===== src/rtl/glitch_clk_gen_if.sv =====
// Control/status bundle between a glitch-attack controller (master) and the
// glitch clock generator (slave).
interface glitch_clk_gen_if #(
  parameter int unsigned HALF_W = 8,
  parameter int unsigned CNT_W  = 16
);
  logic [HALF_W-1:0] half_period;
  logic [HALF_W-1:0] glitch_width;
  logic [CNT_W-1:0]  delay;
  logic              arm;
  logic              abort;
  logic              target_clk;
  logic              target_rise;
  logic              busy;
  logic              glitch_active;
  logic              done;

  modport master (
    output half_period, glitch_width, delay, arm, abort,
    input  target_clk, target_rise, busy, glitch_active, done
  );

  modport slave (
    input  half_period, glitch_width, delay, arm, abort,
    output target_clk, target_rise, busy, glitch_active, done
  );
endinterface


===== src/rtl/glitch_clk_gen.sv =====
// Target clock generator that can replace one high phase with a shortened
// glitch phase, landing on a programmed target rising edge after arm.
module glitch_clk_gen #(
  parameter int unsigned HALF_W = 8,
  parameter int unsigned CNT_W  = 16
) (
  input logic             clk,
  input logic             rst,
  glitch_clk_gen_if.slave bus
);

  typedef enum logic [1:0] {
    StIdle,
    StWait,
    StGlitch
  } state_e;

  localparam logic [HALF_W-1:0] HpMin   = HALF_W'(2);
  localparam logic [HALF_W-1:0] HalfOne = HALF_W'(1);
  localparam logic [CNT_W-1:0]  CntOne  = CNT_W'(1);

  state_e            state;
  logic [HALF_W-1:0] phase_cnt;
  logic [HALF_W-1:0] hp_cur;
  logic [HALF_W-1:0] gw_cap;
  logic [CNT_W-1:0]  edge_cnt;
  logic [CNT_W-1:0]  delay_cap;

  logic [HALF_W-1:0] hp_in;
  logic [HALF_W-1:0] gw_in;
  logic [HALF_W-1:0] term_cnt;
  logic              at_term;
  logic              rise_now;

  always_comb begin
    hp_in = (bus.half_period < HpMin) ? HpMin : bus.half_period;

    // Glitch width is clamped against the half period in force at arm time.
    gw_in = bus.glitch_width;
    if (bus.glitch_width == '0) begin
      gw_in = HalfOne;
    end else if (bus.glitch_width > (hp_cur - HalfOne)) begin
      gw_in = hp_cur - HalfOne;
    end

    term_cnt = hp_cur - HalfOne;
    if ((state == StGlitch) && bus.target_clk) begin
      term_cnt = gw_cap - HalfOne;
    end

    at_term  = (phase_cnt >= term_cnt);
    rise_now = at_term && !bus.target_clk;
  end

  always_ff @(posedge clk) begin
    if (rst) begin
      state             <= StIdle;
      phase_cnt         <= '0;
      hp_cur            <= hp_in;
      gw_cap            <= HalfOne;
      edge_cnt          <= '0;
      delay_cap         <= '0;
      bus.target_clk    <= 1'b0;
      bus.target_rise   <= 1'b0;
      bus.busy          <= 1'b0;
      bus.glitch_active <= 1'b0;
      bus.done          <= 1'b0;
    end else begin
      bus.target_rise <= rise_now;
      bus.done        <= 1'b0;

      // The clock free-runs in every state; half_period is only taken at a phase boundary.
      if (at_term) begin
        bus.target_clk <= ~bus.target_clk;
        phase_cnt      <= '0;
        hp_cur         <= hp_in;
      end else begin
        phase_cnt <= phase_cnt + HalfOne;
      end

      case (state)
        StIdle: begin
          if (bus.arm && !bus.abort) begin
            state     <= StWait;
            bus.busy  <= 1'b1;
            edge_cnt  <= '0;
            delay_cap <= bus.delay;
            gw_cap    <= gw_in;
          end
        end

        StWait: begin
          if (bus.abort) begin
            state    <= StIdle;
            bus.busy <= 1'b0;
          end else if (rise_now) begin
            if (edge_cnt == delay_cap) begin
              state             <= StGlitch;
              bus.glitch_active <= 1'b1;
            end else if (edge_cnt != '1) begin
              edge_cnt <= edge_cnt + CntOne;
            end
          end
        end

        StGlitch: begin
          // Abort is deliberately ignored here so the shortened pulse is never cut.
          if (at_term) begin
            state             <= StIdle;
            bus.glitch_active <= 1'b0;
            bus.done          <= 1'b1;
            bus.busy          <= 1'b0;
          end
        end

        default: begin
          state             <= StIdle;
          bus.busy          <= 1'b0;
          bus.glitch_active <= 1'b0;
        end
      endcase
    end
  end

  a_glitch_implies_busy : assert property (@(posedge clk) disable iff (rst)
    bus.glitch_active |-> bus.busy);
  a_done_not_busy : assert property (@(posedge clk) disable iff (rst)
    bus.done |-> !bus.busy);
  a_rise_is_high : assert property (@(posedge clk) disable iff (rst)
    bus.target_rise |-> bus.target_clk);

endmodule


===== src/flat_wrapper.sv =====
// flat-port wrapper written by rule: the top's interface ports become plain ports
module glitch_clk_gen_flat 
#(
  parameter int unsigned HALF_W = 8,
  parameter int unsigned CNT_W  = 16
)
  (clk, rst, bus_half_period, bus_glitch_width, bus_delay, bus_arm, bus_abort, bus_target_clk, bus_target_rise, bus_busy, bus_glitch_active, bus_done);
  glitch_clk_gen_if #(.HALF_W(HALF_W), .CNT_W(CNT_W)) bus_i ();
  input logic clk;
  input logic rst;
  input wire logic [$bits(bus_i.half_period)-1:0] bus_half_period;
  input wire logic [$bits(bus_i.glitch_width)-1:0] bus_glitch_width;
  input wire logic [$bits(bus_i.delay)-1:0] bus_delay;
  input wire logic [$bits(bus_i.arm)-1:0] bus_arm;
  input wire logic [$bits(bus_i.abort)-1:0] bus_abort;
  output wire logic [$bits(bus_i.target_clk)-1:0] bus_target_clk;
  output wire logic [$bits(bus_i.target_rise)-1:0] bus_target_rise;
  output wire logic [$bits(bus_i.busy)-1:0] bus_busy;
  output wire logic [$bits(bus_i.glitch_active)-1:0] bus_glitch_active;
  output wire logic [$bits(bus_i.done)-1:0] bus_done;
  assign bus_i.half_period = bus_half_period;
  assign bus_i.glitch_width = bus_glitch_width;
  assign bus_i.delay = bus_delay;
  assign bus_i.arm = bus_arm;
  assign bus_i.abort = bus_abort;
  assign bus_target_clk = bus_i.target_clk;
  assign bus_target_rise = bus_i.target_rise;
  assign bus_busy = bus_i.busy;
  assign bus_glitch_active = bus_i.glitch_active;
  assign bus_done = bus_i.done;
  glitch_clk_gen #(.HALF_W(HALF_W), .CNT_W(CNT_W)) u_core (.clk(clk), .rst(rst), .bus(bus_i));
endmodule

===== config.mk =====
export PLATFORM = sky130hd
export DESIGN_NAME = glitch_clk_gen_flat
export DESIGN_NICKNAME = d
export VERILOG_FILES = /design/src/rtl/glitch_clk_gen_if.sv /design/src/rtl/glitch_clk_gen.sv /design/src/flat_wrapper.sv
export SDC_FILE = /design/constraint.sdc
export NUM_CORES = 1
export LEC_CHECK = 0
export CORE_UTILIZATION = 50
export DETAILED_ROUTE_END_ITERATION = 8
export MAX_ROUTING_LAYER = met4
export PLACE_DENSITY = 0.77
export SKIP_LAST_GASP = 1
export SLEW_MARGIN = 20
export SYNTH_ARGS = -nofsm -noshare
export SYNTH_HDL_FRONTEND = slang
export SYNTH_SLANG_ARGS = --single-unit

===== constraint.sdc =====
create_clock -name clk -period 6.1 [get_ports clk]
set_input_delay 0.915 -clock clk [delete_from_list [all_inputs] [get_ports clk]]
set_output_delay 0.915 -clock clk [all_outputs]
set_load 0.02 [all_outputs]

Yosys cells after proc, flatten, opt, wreduce, memory -nomap -nowiden. Cells that the tools add are included.

Register bits: 63. Bits of input ports: 36. Word-level logic and storage cells: 78.

Add/subtract/negate cells: 4. Magnitude comparators: 3. Equal/unequal tests: 14. Muxes and demuxes: 27. Bitwise logic cells: 3. Reductions and logical operators: 16.

Operators with widths (number): $mux 16 (5); $mux 8 (6); $pmux 16 s2 (1); $add 16x1->16 const B (1); $eq 16x16->1 (1); $ne 16x16->1 const B (1); $sub 8x1->8 const B (2); $mux 2 (5); $ne 2x1->1 const B (5); $add 8x1->8 const B (1); $ge 8x8->1 (1); $gt 8x8->1 (1); $logic_not 8->1 (1); $lt 8x2->1 const B (1); $mux 1 (7); $ne 2x2->1 const B (3); $ne 3x2->1 const B (2); $pmux 1 s3 (2); $pmux 2 s3 (1); $reduce_and 6->1 (1); $reduce_and 5->1 (1); $reduce_and 4->1 (1); $reduce_bool 2->1 (2); $reduce_or 2->1 (2); other kinds (8) (13).

Depth between registers and ports, before layout.
Depth after elaboration: 8. Gate-level depth with buffers: 15. Depth with buffers taken out: 13.

Worst setup path before layout. Ideal clock, no wire load.

Kind: reg2reg. From: reg u_core.hp_cur[3]. To: reg u_core.hp_cur[0], enable pin. Library setup time: 0.323 ns. Arrival: 2.781 ns. Data required time: 5.777 ns. Setup slack: 2.997 ns. Cell stages (with the launch flop): 13. Buffers on the path: 2. Cells stage by stage: edfxtp_1 or3_1 nor3_1 xnor2_1 nand2_1 o21ai_0 ha_1 a21o_1 a221oi_1 nor2b_1 buf_2 nand2b_1 clkbuf_1.

Word-level cells in the longest chain between the ends: 4.

RTL lines: from (decl) (line glitch_clk_gen.sv:24) `logic [HALF_W-1:0] hp_cur;`; from (signal assigned) (line glitch_clk_gen.sv:59) `hp_cur <= hp_in;`; from (signal assigned) (line glitch_clk_gen.sv:76) `hp_cur <= hp_in;`; $sub 8x1->8 (line glitch_clk_gen.sv:46) `term_cnt = hp_cur - HalfOne;`; $mux 8 (line glitch_clk_gen.sv:47) `if ((state == StGlitch) && bus.target_clk) begin`; $ge 8x8->1 (line glitch_clk_gen.sv:51) `at_term = (phase_cnt >= term_cnt);`; $reduce_bool 2->1 (no line).

Every way passes these cells. A chain may end at the register's enable or synchronous reset.

Worst setup path in the final report.
From: reg u_core.hp_cur[4]. To: reg u_core.hp_cur[4], enable pin.

Same word-level chain as after synthesis.

==> flow_summary.ini <==
[setup_path]
cp-start-kind = register
critPathMaxFanout = 16
path_class = reg -> reg
r2r-start = u_core.hp_cur[4]
worst_setup_path_end_kind = register
cp_data_required_time_ns = 6.06
rr_worst_depth = 10
crit_buf_inv = 0
critical-path-top-delay-family = simple AND/OR/NAND/NOR gates
cp-startpoint = u_core.hp_cur[4]
cp.arrival_ns = 3.70
path_cells = or3_1 -> nor3_1 -> xnor2_1 -> nand2_1 -> o21ai_0 -> ha_1 -> a21o_1 -> a221oi_1 -> nor2b_1 -> nand2b_1
slowest_stage = nor2b_1
slowest_delay_ns = 0.49
cp.depth = 10

[floorplanning]
rows = 30
fp.dieH_um = 86.1
coreArea_mm2 = 0.00683
start_util_pct = 51.8
ios = 41
die_area_mm2 = 0.00742
die_x_um = 86.1

[place]
dp_cells = 519
port-buffer-count = 40
gp_congestion = 0.820
hpwlAfterDp_um = 5660

[sta]
finalHoldViolCount = 0
worst_pin_slew_ns = 0.939
fin_skew_ns = 0.0143
whs_ns = 0.469
finalSetupViolations = 0
finalMaxSlewViolations = 0
fin_crit_ns = 3.74
fmax_mhz = 268
rsz0062_at_grt = false
relSlewSlack_pct = 37.0
fin_setup_tns_ns = 0
period_share_pct = 61.3

[route]
vias = 3009
postRouteAntennaNets = 0
post-route-drc-count = 0
wl_um = 7920
dr.pass1.iters = 5
viasPerCell = 5.62
wl_per_cell_um = 14.8
drtIter0Drc = 191

[global_routing]
grt_antenna_before_repair = 0
grt_overflow_total = 0
grt_usage_pct = 24.2
grt_pass1_wl_um = 13400
grt_max_degree = 30
grt_pass1_vias = 2851

[logic_synthesis]
synth_area_mm2 = 0.00354
yosys_register_bits = 63
avgSynthCellArea_um2 = 8.76
synthTopCellsByArea = dfxtp_1 31%, ha_1 7.1%, edfxtp_1 6.8%
yosysTopAreaCell = dfxtp_1
ys_seq_area_share_pct = 37.9
synth_flop_cell = dfxtp_1
synth-edff-count = 8
syn_inst = 404
synth_fp_nets = 460
post-synth-top-count-cell = dfxtp_1
async_flop_share_pct = 0
ys_warn_count = 0
synth.distinct_cells = 55
ys_top_cells_by_count = 55 x dfxtp_1, 53 x nand2_1, 27 x xor2_1, 24 x a21oi_1, 24 x nand3_1
netlist.area_leader.share_pct = 31.1

[pwr]
seqPwrFrac_pct = 47.0
power_frac_comb_pct = 14.6
p_sw_share_pct = 25.6
clkPwrFrac_pct = 38.4
p_leak_nw = 1.80
ir_worst_vdd_mv = 0.166
p_sw_mw = 0.245
p_per_area_mw_per_mm2 = 230
p_total_mw = 0.958
p_int_mw = 0.713

[min_path]
min_path_cells = 2
worst_hold_path_type = reg -> reg
hp-start = u_core.delay_cap[1]

[clock_tree]
cts_root_buf = clkbuf_8
clkLatencyLatePin_ns = 0.35
cts_hold_buffers = 0
cts_buffers = 9
clock_path_buffers = 2
post_cts_resized = 0
cts_max_level = 3
clkSinkCount = 63
cts_setup_buffers = 0
path_clk_slew_ns = 0.07
cts_tree = done

[layout]
area_delta_synth_final_pct = 18.0
layout-drive-gt1-share_pct = 7.06
insertedDiodeCount = 0
fin_cells = 535
final_nets = 490

[job]
cap_violations = 0

[run_status]
outcome = finished, final reports clean
## metal layers
layer  vias up  track usage (%)  wire, um
met4         0             11.1       139
li1       1490                -         -
met5         -                -         0
met3        14             3.85       313
met1      1421             31.6      3800
met2        84             36.8      3660
## power by group through the flow
| stage | sequential (mW) | clock, mW | combinational [mW] |
|---|---|---|---|
| finish | 0.451 | 0.368 | 0.140 |
| detailed placement | 0.459 | 0 | 0.137 |
| CTS | 0.450 | 0.373 | 0.140 |
| global placement | 0.459 | 0 | 0.134 |
| global route | 0.452 | 0.390 | 0.155 |
| floorplan | 0.456 | 0 | 0.0911 |
## sequential cells by signal, indices dropped and copies added (netlist names)
register	cells
u_core.phase_cnt	8
u_core.bus.busy	1
u_core.bus.glitch_active	1
u_core.bus.done	1
u_core.bus.target_rise	1
u_core.state	2
u_core.delay_cap	16
u_core.hp_cur	8
u_core.gw_cap	8
u_core.edge_cnt	16
u_core.bus.target_clk	1
## metrics by stage
step                      util (%)  cell area, um^2  setup WS (ns)
after floorplan                  -             3540           3.00
after global placement        58.1             3970           2.55
after detailed placement      58.1             3970           2.35
after CTS                     61.0             4170           2.31
after global routing          61.1             4180           1.91
final                         61.1             4180           2.36
## cell usage in the layout, fill, tap and decap left out, drive strengths merged, types with 4 or more instances in the layout
cell type      instances
a211o                  4
a21o                   9
a21oi                 24
a22o                   7
and3                  11
clkbuf                13
clkdlybuf4s50         40
dfxtp                 55
edfxtp                 8
ha                    20
inv                   17
mux2i                  8
nand2                 53
nand2b                 5
nand3                 25
nand4                  6
nor2                  22
nor3                  13
nor4                  10
o21ai                 11
o31ai                  6
or3                    4
xnor2                  8
xor2                  27
## path summary, 6_finish.rpt
| path | endpoint | slack [ns] |
|---|---|---|
| min | u_core.delay_cap[1] | 0.47 |
| min reg2reg | u_core.delay_cap[1] | 0.47 |
| max reg2reg | u_core.hp_cur[4] | 2.36 |
| max | u_core.hp_cur[4] | 2.36 |
## cell type report
class,count,area [um^2]
clock inverter,3,42.5
sequential,63,1340
fill,605,2660
tap,96,120
multi-input combinational,302,2040
inverter,17,63.8
timing repair buffer,41,408
clock buffer,13,159
## logic make-up (layout without fill, tap and decap cells)
family	Yosys count	count (layout)	share of synthesized area (%)
flops	63	63	37.9
fa+ha+maj	20	20	7.07
simple gates	161	161	23.9
xor+xnor	35	35	8.66
buf+inv	39	74	4.60
mux	9	9	2.58
compound gates	77	77	15.3
## worst reg2reg max path, stage by stage (launching register included)
cell and delay [ns]:
edfxtp_1 0.40, or3_1 0.41, nor3_1 0.18, xnor2_1 0.21
nand2_1 0.08, o21ai_0 0.11, ha_1 0.33, a21o_1 0.20
a221oi_1 0.46, nor2b_1 0.49, nand2b_1 0.48
No activity file was read; power rests on OpenSTA's default activity.
